**src/rtl/mc_ctrl.sv**
```systemverilog
// mc_ctrl: multi-cycle CPU control unit. Sequences fetch/decode/execute/
// memory/write-back one micro-step per clock, stalls on the memory handshake
// and takes external interrupts between instructions. Drives only datapath
// selects and write enables; holds no datapath state of its own.
module mc_ctrl (
    input  logic       clk,
    input  logic       reset,
    input  logic [5:0] opcode,
    input  logic [5:0] funct,
    input  logic       zero,
    input  logic       MIO_ready,
    input  logic       INT,
    output logic       PCWrite,
    output logic       IorD,
    output logic       MemRead,
    output logic       MemWrite,
    output logic       CPU_MIO,
    output logic       IRWrite,
    output logic       EPCWrite,
    output logic       RegWrite,
    output logic [1:0] RegDst,
    output logic [1:0] MemtoReg,
    output logic       ALUSrcA,
    output logic [1:0] ALUSrcB,
    output logic [2:0] ALUop,
    output logic [2:0] PCSource,
    output logic       signal,
    output logic [3:0] state
);

    typedef enum logic [3:0] {
        ST_IF   = 4'd0,  ST_ID   = 4'd1,  ST_MADR = 4'd2,  ST_MRD  = 4'd3,
        ST_LWB  = 4'd4,  ST_MWR  = 4'd5,  ST_REX  = 4'd6,  ST_RWB  = 4'd7,
        ST_BR   = 4'd8,  ST_JMP  = 4'd9,  ST_IEX  = 4'd10, ST_IWB  = 4'd11,
        ST_JAL  = 4'd12, ST_JR   = 4'd13, ST_ERET = 4'd14, ST_INTR = 4'd15
    } state_t;

    localparam logic [5:0] OP_RTYPE = 6'b000000;
    localparam logic [5:0] OP_J     = 6'b000010;
    localparam logic [5:0] OP_JAL   = 6'b000011;
    localparam logic [5:0] OP_BEQ   = 6'b000100;
    localparam logic [5:0] OP_BNE   = 6'b000101;
    localparam logic [5:0] OP_ADDI  = 6'b001000;
    localparam logic [5:0] OP_SLTI  = 6'b001010;
    localparam logic [5:0] OP_ANDI  = 6'b001100;
    localparam logic [5:0] OP_ORI   = 6'b001101;
    localparam logic [5:0] OP_LUI   = 6'b001111;
    localparam logic [5:0] OP_COP0  = 6'b010000;
    localparam logic [5:0] OP_LW    = 6'b100011;
    localparam logic [5:0] OP_SW    = 6'b101011;
    localparam logic [5:0] FN_JR    = 6'b001000;
    localparam logic [5:0] FN_ERET  = 6'b011000;

    localparam logic [2:0] ALU_AND = 3'b000;
    localparam logic [2:0] ALU_OR  = 3'b001;
    localparam logic [2:0] ALU_ADD = 3'b010;
    localparam logic [2:0] ALU_XOR = 3'b011;
    localparam logic [2:0] ALU_NOR = 3'b100;
    localparam logic [2:0] ALU_SRL = 3'b101;
    localparam logic [2:0] ALU_SUB = 3'b110;
    localparam logic [2:0] ALU_SLT = 3'b111;

    state_t r_state;
    state_t w_next;
    logic   r_int_en;
    logic   r_int_pending;

    // R-type funct field to ALU operation; unknown functs fall back to add.
    function automatic logic [2:0] alu_from_funct(input logic [5:0] fn);
        logic [2:0] op;
        case (fn)
            6'b100000: op = ALU_ADD;
            6'b100010: op = ALU_SUB;
            6'b100100: op = ALU_AND;
            6'b100101: op = ALU_OR;
            6'b100110: op = ALU_XOR;
            6'b100111: op = ALU_NOR;
            6'b101010: op = ALU_SLT;
            6'b000010: op = ALU_SRL;
            default:   op = ALU_ADD;
        endcase
        return op;
    endfunction

    // Immediate-ALU opcode to ALU operation.
    function automatic logic [2:0] alu_from_opcode(input logic [5:0] op_in);
        logic [2:0] op;
        case (op_in)
            OP_SLTI: op = ALU_SLT;
            OP_ANDI: op = ALU_AND;
            OP_ORI:  op = ALU_OR;
            default: op = ALU_ADD;
        endcase
        return op;
    endfunction

    assign state = r_state;

    // State register; async reset aborts any instruction in flight.
    always_ff @(posedge clk or negedge reset) begin
        if (!reset) begin
            r_state <= ST_IF;
        end else begin
            r_state <= w_next;
        end
    end

    // Interrupt enable/pending; the INTR clear overrides a coincident set.
    always_ff @(posedge clk or negedge reset) begin
        if (!reset) begin
            r_int_en      <= 1'b1;
            r_int_pending <= 1'b0;
        end else if (r_state == ST_INTR) begin
            r_int_en      <= 1'b0;
            r_int_pending <= 1'b0;
        end else begin
            r_int_en      <= (r_state == ST_ERET) ? 1'b1 : r_int_en;
            r_int_pending <= (INT && r_int_en) ? 1'b1 : r_int_pending;
        end
    end

    // Next-state decode and per-state datapath controls.
    always_comb begin
        w_next   = r_state;
        PCWrite  = 1'b0;
        IorD     = 1'b0;
        MemRead  = 1'b0;
        MemWrite = 1'b0;
        CPU_MIO  = 1'b0;
        IRWrite  = 1'b0;
        EPCWrite = 1'b0;
        RegWrite = 1'b0;
        RegDst   = 2'b00;
        MemtoReg = 2'b00;
        ALUSrcA  = 1'b0;
        ALUSrcB  = 2'b00;
        ALUop    = ALU_AND;
        PCSource = 3'b000;
        signal   = 1'b0;
        case (r_state)
            ST_IF: begin
                if (r_int_pending) begin
                    w_next = ST_INTR;
                end else begin
                    IorD    = 1'b0;
                    MemRead = 1'b1;
                    CPU_MIO = 1'b1;
                    ALUSrcB = 2'b01;
                    ALUop   = ALU_ADD;
                    if (MIO_ready) begin
                        IRWrite = 1'b1;
                        PCWrite = 1'b1;
                        w_next  = ST_ID;
                    end else begin
                        w_next  = ST_IF;
                    end
                end
            end
            ST_ID: begin
                ALUSrcB = 2'b11;
                ALUop   = ALU_ADD;
                case (opcode)
                    OP_RTYPE: w_next = (funct == FN_JR) ? ST_JR : ST_REX;
                    OP_LW, OP_SW: w_next = ST_MADR;
                    OP_BEQ, OP_BNE: w_next = ST_BR;
                    OP_J:     w_next = ST_JMP;
                    OP_JAL:   w_next = ST_JAL;
                    OP_ADDI, OP_SLTI, OP_ANDI, OP_ORI: w_next = ST_IEX;
                    OP_LUI:   w_next = ST_IWB;
                    OP_COP0:  w_next = (funct == FN_ERET) ? ST_ERET : ST_IF;
                    default:  w_next = ST_IF;
                endcase
            end
            ST_MADR: begin
                ALUSrcA = 1'b1;
                ALUSrcB = 2'b10;
                ALUop   = ALU_ADD;
                w_next  = (opcode == OP_SW) ? ST_MWR : ST_MRD;
            end
            ST_MRD: begin
                IorD    = 1'b1;
                MemRead = 1'b1;
                CPU_MIO = 1'b1;
                w_next  = MIO_ready ? ST_LWB : ST_MRD;
            end
            ST_LWB: begin
                RegWrite = 1'b1;
                MemtoReg = 2'b01;
                w_next   = ST_IF;
            end
            ST_MWR: begin
                IorD     = 1'b1;
                MemWrite = 1'b1;
                CPU_MIO  = 1'b1;
                w_next   = MIO_ready ? ST_IF : ST_MWR;
            end
            ST_REX: begin
                ALUSrcA = 1'b1;
                ALUop   = alu_from_funct(funct);
                w_next  = ST_RWB;
            end
            ST_RWB: begin
                RegWrite = 1'b1;
                RegDst   = 2'b01;
                w_next   = ST_IF;
            end
            ST_BR: begin
                ALUSrcA  = 1'b1;
                ALUop    = ALU_SUB;
                PCSource = 3'b001;
                PCWrite  = zero ^ (opcode == OP_BNE);
                w_next   = ST_IF;
            end
            ST_JMP: begin
                PCWrite  = 1'b1;
                PCSource = 3'b010;
                w_next   = ST_IF;
            end
            ST_JAL: begin
                // PC already holds PC+4 from the fetch, so it is the link value.
                PCWrite  = 1'b1;
                PCSource = 3'b010;
                RegWrite = 1'b1;
                RegDst   = 2'b10;
                MemtoReg = 2'b10;
                w_next   = ST_IF;
            end
            ST_IEX: begin
                ALUSrcA = 1'b1;
                ALUSrcB = 2'b10;
                ALUop   = alu_from_opcode(opcode);
                signal  = !((opcode == OP_ANDI) || (opcode == OP_ORI));
                w_next  = ST_IWB;
            end
            ST_IWB: begin
                RegWrite = 1'b1;
                MemtoReg = (opcode == OP_LUI) ? 2'b11 : 2'b00;
                w_next   = ST_IF;
            end
            ST_JR: begin
                PCWrite  = 1'b1;
                PCSource = 3'b011;
                w_next   = ST_IF;
            end
            ST_ERET: begin
                PCWrite  = 1'b1;
                PCSource = 3'b100;
                w_next   = ST_IF;
            end
            ST_INTR: begin
                EPCWrite = 1'b1;
                PCWrite  = 1'b1;
                PCSource = 3'b101;
                w_next   = ST_IF;
            end
            default: begin
                w_next = ST_IF;
            end
        endcase
    end

endmodule

```
**config.mk**
```make
export PLATFORM = sky130hd
export DESIGN_NAME = mc_ctrl
export DESIGN_NICKNAME = d
export VERILOG_FILES = /design/src/rtl/mc_ctrl.sv
export SDC_FILE = /design/constraint.sdc
export NUM_CORES = 1
export LEC_CHECK = 0
export BUFFER_PORTS_ARGS = -buffer_cell sky130_fd_sc_hd__clkbuf_2
export CORE_MARGIN = 2
export CORE_UTILIZATION = 52
export CTS_CLUSTER_DIAMETER = 60
export CTS_CLUSTER_SIZE = 16
export DETAILED_ROUTE_END_ITERATION = 12
export PLACE_DENSITY = 0.88
export SYNTH_ARGS = -nofsm -noshare
export SYNTH_HDL_FRONTEND = slang
export SYNTH_SLANG_ARGS = --single-unit
```
**constraint.sdc**
```tcl
create_clock -name clk -period 2.3 [get_ports clk]
set_input_delay 0.23 -clock clk [delete_from_list [all_inputs] [get_ports clk]]
set_output_delay 0.23 -clock clk [all_outputs]
set_load 0.01 [all_outputs]
```
; After elaboration in Yosys (flattened, before gate mapping)
; Index checks and enable logic that the tools add are counted.
[totals]
register_bits = 6
latch_bits = 0
ram_bits = 0
mem_bits_ro = 0
output_inout_bits = 26
elab_cells = 94
memories = 0
[op_classes]
add_sub_neg = 0
mul = 0
div_mod_pow = 0
n_lt_le_gt_ge = 0
eq_ne = 36
shift = 0
n_mux = 36
n_bitwise = 1
n_reduce_logical = 18
[ops]
columns = operator, n
row1 = $pmux W4 S8, 2
row2 = $eq A6 B6 Y1 const B, 8
row3 = $eq A6 B4 Y1 const B, 6
row4 = $eq A4 B4 Y1 const B, 8
row5 = $pmux W3 S5, 2
row6 = $pmux W3 S7, 1
row7 = $eq A6 B2 Y1 const B, 3
row8 = $eq A4 B3 Y1 const B, 4
row9 = $mux W1, 16
row10 = $eq A6 B3 Y1 const B, 2
row11 = $eq A6 B5 Y1 const B, 2
row12 = $mux W4, 3
row13 = $pmux W2 S3, 2
row14 = $reduce_or A2 Y1, 6
row15 = $reduce_or A4 Y1, 3
row16 = $mux W3, 3
row17 = $pmux W3 S3, 1
row18 = $reduce_or A9 Y1, 1
row19 = $eq A4 B2 Y1 const B, 2
row20 = $logic_not A6 Y1, 1
row21 = $reduce_or A5 Y1, 1
row22 = $eq A4 B1 Y1 const B, 1
row23 = $logic_not A4 Y1, 1
row24 = $mux W2, 2
row25 = 8 further kinds, 10

; Longest topological paths before layout
; Gate-level depths: netlist (run 1).
[depth]
word_depth = 4
ltp_mapped = 6
mapped_depth_nobuf = 5

; Worst setup path after synthesis (run 1)
; OpenSTA, ideal clock, no wires.
[synth_path]
path_type = reg2out
start = register r_state[1], in the netlist state[1]
end = output ALUop[1]
arrival_ns = 1.433
slack_ns = 0.637
stages_incl_launch_ff = 6
n_path_buf = 2
cell_sequence = dfrtp_1 buf_2 clkbuf_1 nor2_1 a21oi_1 or4_1
[synth_between]
elab_chain_cells = 3
[synth_lines]
columns = item, line_no
row1 = start: declaration, 63  ; state_t r_state;
row2 = start signal: assignment, 104  ; r_state <= w_next;
row3 = $eq A4 B1 Y1 / $eq A4 B2 Y1 (equally long branches), 140  ; case (r_state)
row4 = $reduce_or A2 Y1 (no line), -
row5 = $pmux W3 S5 *, 140
row6 = end: declaration, 25  ; output logic [2:0] ALUop,
; Every way passes the cells marked *; elsewhere a longest branch is shown, timed or not.

; Final worst setup path (run 1)
[layout_path]
start = register r_state[0], in the netlist state[0]
end = output ALUop[1]
; The elaborated chain is that of the path after synthesis.

==> impl_results.md, run 1 <==
* Worst skew pair latency at 240 ps
* Register area share after synthesis at 0.140
* Setup_tns at 0 ps
* Core area at about 0.0020 mm2
* Clk pin slew, worst setup/hold paths at 50 ps
* TritonCTS Buffers at 3
* Die X at 49.6 um
* FF-to-FF Start: state[1]$_DFF_PN0_
* Most common flop cell mapped by yosys: dfrtp_1
* Post-layout util at 0.660
* Total Routing Usage GR at 0.247
* Starting Density at 0.552
* Max FO, Critical Path at 18
* Pre-antenna DRT Iters at 4
* Reg2reg setup slack at 620 ps
* 1st-iter DRT viols at 77
* Unrepaired setup endpoints after global routing: no
* CP startpoint kind: flip-flop
* Syn_area_per_cell at 6.64 um2
* Final worst path period share at 0.936
* DR WL/cell at 13.0 um
* Worst setup EP type: output pin
* Share of cells above drive strength 1 at 0.285
* Mapped Nets at 180
* Hold Violations, Final at 0
* GPL Wtd Cong at 0.941
* Slew Limit Fails at 0
* MaxCap Viol Count at 0
* Maximum VDD drop at just under 0.0006 V
* Max-Slew Margin vs Limit at 0.655
* # setup viols final at 0
* P&R area growth vs syn at 19.7%
* Fillers at 181
* R2R depth at 5
* Most common cell after layout, fill and taps aside: clkbuf_2
* H-tree depth at 1
* Clock skew at 4.89 ps
* Global-route wire length before repair at 4.98 mm
* Die Area at 0.00246 mm2
* Initial antenna violation count at 0
* Post-CTS Resized at 0
* Worst Tran Pin Value at 517 ps
* HP Class: primary input to flip-flop
* Asr flop ratio synth at 1.00
* Hold Startpoint: INT
* Min Clock Period, post-route at 2150 ps
* Critical path class: flip-flop to output pin
* Post-DP HPWL at between 2 and 2.5 mm
* Power Density at 995 mW/mm2
* Worst path arrival time at 1920 ps
* Die Ht at 49.6 um
* Crit-path cells: nand2b_1 > a311oi_1 > or4_1 > clkbuf_2
* GRT overflow at 0
* Post-synth EDFFs at 0
* Status: finished clean
* DR vias at 1346
* Antenna cells at 0
* Crit path max-delay cell type: dfrtp_1
* Yosys warning count at 0
* Largest net degree at the start of global routing at 22
* Root buf cell: clkbuf_4
* R2r endpoint: state[2]$_DFF_PN0_
* Worst path required time at 2070 ps
* Via density at 5.93
* Synth Instances at around 160
* Clock Sinks at 6
* Site Rows at 16
* Detailed Route WL at about 3 mm
* Commonest non-fill, non-tap cells in the layout: clkbuf_2, nor2_1, nand2_1, o21ai_0, nand2b_1
* Post-CTS setup buffer count at 0
* Remaining antenna violation count at 0
* Max incr delay on CP at 630 ps
* Port buffer count at 42
* Synth cell types at 54
* WHS Endpoint: r_int_pending$_DFFE_PN0P_
* Clock buffer depth at 2
* Max Fclk at 465 MHz
* NumNets Final at 218
* Hold buffer count at cts at 1
* Synthesized area at 0.00108 mm2
* Leakage power at 0.585 nW
* # DRC at 0
* # IOs at 43
* Vias in the first global route at between 1000 and 1500
* Register bit total from synthesis at 6
* Cells on Worst Hold Path at 3
* CTS tree: yes
## layer usage
layer	global-route usage	part of all wire
met4	0.0556	0.0041
met5	0	0
met2	0.433	0.50
met1	0.325	0.42
met3	0.0242	0.074
## per-stage QoR
step                      setup slack, ps  power (W)  std cells  hold slack, ps  instance area (um2)
after detailed placement              439    0.00118        222            58.1                 1260
after CTS                             163    0.00129        227             268                 1290
after global placement                484    0.00116        222            55.0                 1260
after floorplan                       637   0.000890        163           -65.6                 1080
after global routing                 12.5    0.00142        227             304                 1290
final                                 148    0.00129        227             263                 1290
## report_power, final
part | leakage (nW) | switching [W] | internal (W)
Clock | 0.0150 | 0.0000370 | 0.0000657
Sequential | 0.0693 | 0.000115 | 0.000159
Combinational | 0.501 | 0.000517 | 0.000395
## kinds of logic (layout without fill, tap and decap cells)
kind of cell	after synthesis	in the layout	synth area share
AND/OR/NAND/NOR	85	85	0.414
AO/OA/AOI/OAI	53	53	0.332
buffers and inverters	16	53	0.0902
flip-flops	6	6	0.140
XOR/XNOR	3	3	0.0243
## flip-flops by register name (all words and copies together) (netlist names)
name and count:
r_int_en 1, state 4, r_int_pending 1
## critical path, delay by kind of cell (launching register included)
family | cells | cell delay (ps)
AOI/OAI and AO/OA | 1 | 110
DFF | 1 | 630
and+or+nand+nor | 2 | 800
buffers and inverters | 1 | 140
## synthesized netlist by cell type, types with 2 or more instances
cell type / number / share of area
nor2_1: 26 / 0.090
nand2_1: 17 / 0.059
o21ai_0: 15 / 0.069
nand2b_1: 10 / 0.058
a21oi_1: 8 / 0.037
dfrtp_1: 5 / 0.12
nand3_1: 5 / 0.023
buf_2: 4 / 0.018
inv_1: 4 / 0.014
a22oi_1: 3 / 0.021
a31oi_1: 3 / 0.017
clkbuf_1: 3 / 0.010
nand4_1: 3 / 0.017
a211oi_1: 2 / 0.014
a21boi_0: 2 / 0.014
a31o_2: 2 / 0.016
and2_1: 2 / 0.012
and2b_1: 2 / 0.014
and3_1: 2 / 0.012
clkbuf_8: 2 / 0.025
nand3b_1: 2 / 0.014
nand4b_1: 2 / 0.016
nor2b_1: 2 / 0.012
o22a_1: 2 / 0.016
o22ai_1: 2 / 0.012
o31ai_1: 2 / 0.014
o41ai_1: 2 / 0.016
or2_1: 2 / 0.012
xnor2_1: 2 / 0.016
## cell type report
class,count,area (um2),share of cell area
multi-input combinational,141,833,0.643
timing repair buffer,45,235,0.182
sequential,6,151,0.117
tap,27,33.8,0.0261
clock buffer,4,26.3,0.0203
inverter,4,15.0,0.0116
## worst max-delay path by stage
stage                            start       end
floorplan           state[1]$_DFF_PN0_  ALUop[1]
global placement    state[0]$_DFF_PN0_  ALUop[1]
detailed placement  state[0]$_DFF_PN0_  ALUop[1]
CTS                 state[0]$_DFF_PN0_  ALUop[1]
global route        state[1]$_DFF_PN0_  ALUop[1]
finish              state[0]$_DFF_PN0_  ALUop[1]
No activity file was read; power rests on OpenSTA's default activity.
==> run 2, diff against run 1 <==
--- a/config.mk
+++ b/config.mk
@@ -5,7 +5,7 @@
 export SDC_FILE = /design/constraint.sdc
 export NUM_CORES = 1
 export LEC_CHECK = 0
-export BUFFER_PORTS_ARGS = -buffer_cell sky130_fd_sc_hd__clkbuf_2
+export BUFFER_PORTS_ARGS = -buffer_cell sky130_fd_sc_hd__buf_2
 export CORE_MARGIN = 2
 export CORE_UTILIZATION = 52
 export CTS_CLUSTER_DIAMETER = 60
==> run 2 against run 1 <==
Worst hold slack got worse by 2.7 ps. Clock skew shrank 4.8 ps. Critical path depth is the same. Critical endpoint unchanged. Largest cell class unchanged. Highest routed layer unchanged.
==> impl_results.md, run 2 (synthesis results as in run 1) <==
* Status: finished clean
* Post-CTS setup buffer count at 0
* Hold Violations, Final at 0
* # setup viols final at 0
* FF-to-FF Start: state[3]$_DFF_PN0_
* Comb power frac at 0.720
* Crit-path leading delay family: simple AND/OR/NAND/NOR gates
* DR WL/cell at 13.7 um
* R2r endpoint: state[1]$_DFF_PN0_
* R2R depth at 6
* Post-CTS Resized at 0
* Clk pin slew, worst setup/hold paths at 50 ps
* Root buf cell: clkbuf_4
* Starting Density at 0.552
* Max incr delay on CP at 640 ps
* Final worst path period share at 0.927
* Min Clock Period, post-route at 2130 ps
* TritonCTS Buffers at 3
* Commonest non-fill, non-tap cells in the layout: buf_2, nor2_1, nand2_1, o21ai_0, nand2b_1
* Clock share of power at 0.078
* Clock skew at 0.132 ps
* Max reg flops at 4
* Detailed Route WL at 3.15 mm
* Worst Tran Pin Value at 524 ps
* Max FO, Critical Path at 18
* Initial antenna violation count at 0
* Die Ht at 49.6 um
* # DRC at 0
* Maximum VDD drop at just under 0.0006 V
* GPL Wtd Cong at slightly above 0.9
* Unrepaired setup endpoints after global routing: no
* Core area at about 0.002 mm2
* HP Class: primary input to flip-flop
* Hold Startpoint: INT
* Die X at 49.6 um
* Leakage power at 0.608 nW
* Antenna cells at 0
* Total Routing Usage GR at 0.265
* Crit path buf inv count at 1
* Worst skew pair latency at approximately 240 ps
* Largest net degree at the start of global routing at 20
* Crit path max-delay cell type: dfrtp_1
* P&R area growth vs syn at 21.0%
* DR vias at 1370
* Power Density at 1010 mW/mm2
* Via density at around 6.0
* Clock buffer depth at 2
* Max Fclk at 469 MHz
* MaxCap Viol Count at 0
* Global-route wire length before repair at 5.35 mm
* Site Rows at 16
* # IOs at between 40 and 50
* CP startpoint kind: flip-flop
* Post-DP HPWL at 2.44 mm
* Most common cell after layout, fill and taps aside: buf_2
* Vias in the first global route at 1235
* Pre-antenna DRT Iters at 4
* H-tree depth at 1
* Clock Sinks at 6
* Die Area at between 0.002 and 0.0025 mm2
* NumNets Final at between 200 and 250
* Remaining antenna violation count at 0
* Worst path arrival time at 1900 ps
* Port buffer count at 42
* GRT overflow at 0
* Max-Slew Margin vs Limit at 0.651
* Cells on Worst Hold Path at 3
* 1st-iter DRT viols at 41
* Slew Limit Fails at 0
* Worst setup EP type: output pin
* Crit-path cells: nand2b_1 > a311oi_1 > or4_1 > buf_2
* Part of the power in registers at 0.202
* Critical path class: flip-flop to output pin
* Internal at 0.000641 W
* WHS Endpoint: r_int_pending$_DFFE_PN0P_
* CTS tree: yes
* Hold Slack at ~260 ps
* Setup_tns at 0 ps
* NetSw at 0.000686 W
* Worst path required time at 2070 ps
* Switching Share at 0.517
* Reg2reg setup slack at around 620 ps
* Share of cells above drive strength 1 at 0.292
run 2: cell count changes in the layout (fill, tap and decap cells not counted), sizes merged:
cell | before | now
clkbuf | 46 | 4
buf | 2 | 46
run 2: worst min-delay path, delay by kind of cell:
family                 cells  cell delay, ps
buffers and inverters      1              80
and+or+nand+nor            1              90
AOI/OAI and AO/OA          1              60
run 2: through the flow:
step                      instance area (um2)  utilization  power (W)  cells  worst slack [ps]
after floorplan                          1080            -   0.000890    163               637
after global placement                   1270        0.649    0.00118    224               485
after detailed placement                 1270        0.649    0.00121    224               431
after CTS                                1310        0.668    0.00132    229               181
after global routing                     1310        0.668    0.00146    229              50.5
final                                    1310        0.668    0.00133    229               168
run 2: worst max path at each step:
stage / slack [ps] / start / cells after the start / endpoint
finish: 170 / state[0]$_DFF_PN0_ / 4 / ALUop[1]
global route: 50 / state[0]$_DFF_PN0_ / 4 / ALUop[1]
CTS: 180 / state[0]$_DFF_PN0_ / 4 / ALUop[1]
detailed placement: 430 / state[0]$_DFF_PN0_ / 4 / ALUop[1]
global placement: 480 / state[0]$_DFF_PN0_ / 4 / ALUop[1]
floorplan: 640 / state[1]$_DFF_PN0_ / 5 / ALUop[1]
run 2: cell type report:
class / count / area, um2
Clock buffer: 4 / 26.3
Multi-Input combinational cell: 141 / 833
Sequential cell: 6 / 151
Timing Repair Buffer: 47 / 250
Fill cell: 182 / 652
Tap cell: 27 / 33.8
Inverter: 4 / 15.0
run 2: repair_timing:
item                                   in CTS  in global routing
endpoints found under the hold margin       5                  0
hold buffers                                1                  0
setup endpoints to repair                   0                  0
run 2: layer usage:
layer | vias up | part of all wire | global-route usage
met4 | 0 | 0.0086 | 0.0648
li1 | 674 | - | -
met1 | 639 | 0.42 | 0.326
met2 | 55 | 0.51 | 0.478
met3 | 2 | 0.059 | 0.0424
met5 | - | 0 | 0
run 2: power groups by stage:
| stage | sequential (W) | combinational [W] | clock (W) |
|---|---|---|---|
| 4_1_cts | 0.000266 | 0.000951 | 0.000104 |
| 2_1_floorplan | 0.000220 | 0.000671 | 0 |
| 3_5_place_dp | 0.000267 | 0.000942 | 0 |
| 3_3_place_gp | 0.000262 | 0.000921 | 0 |
| 5_1_grt | 0.000280 | 0.00107 | 0.000115 |
| 6_report | 0.000268 | 0.000956 | 0.000103 |
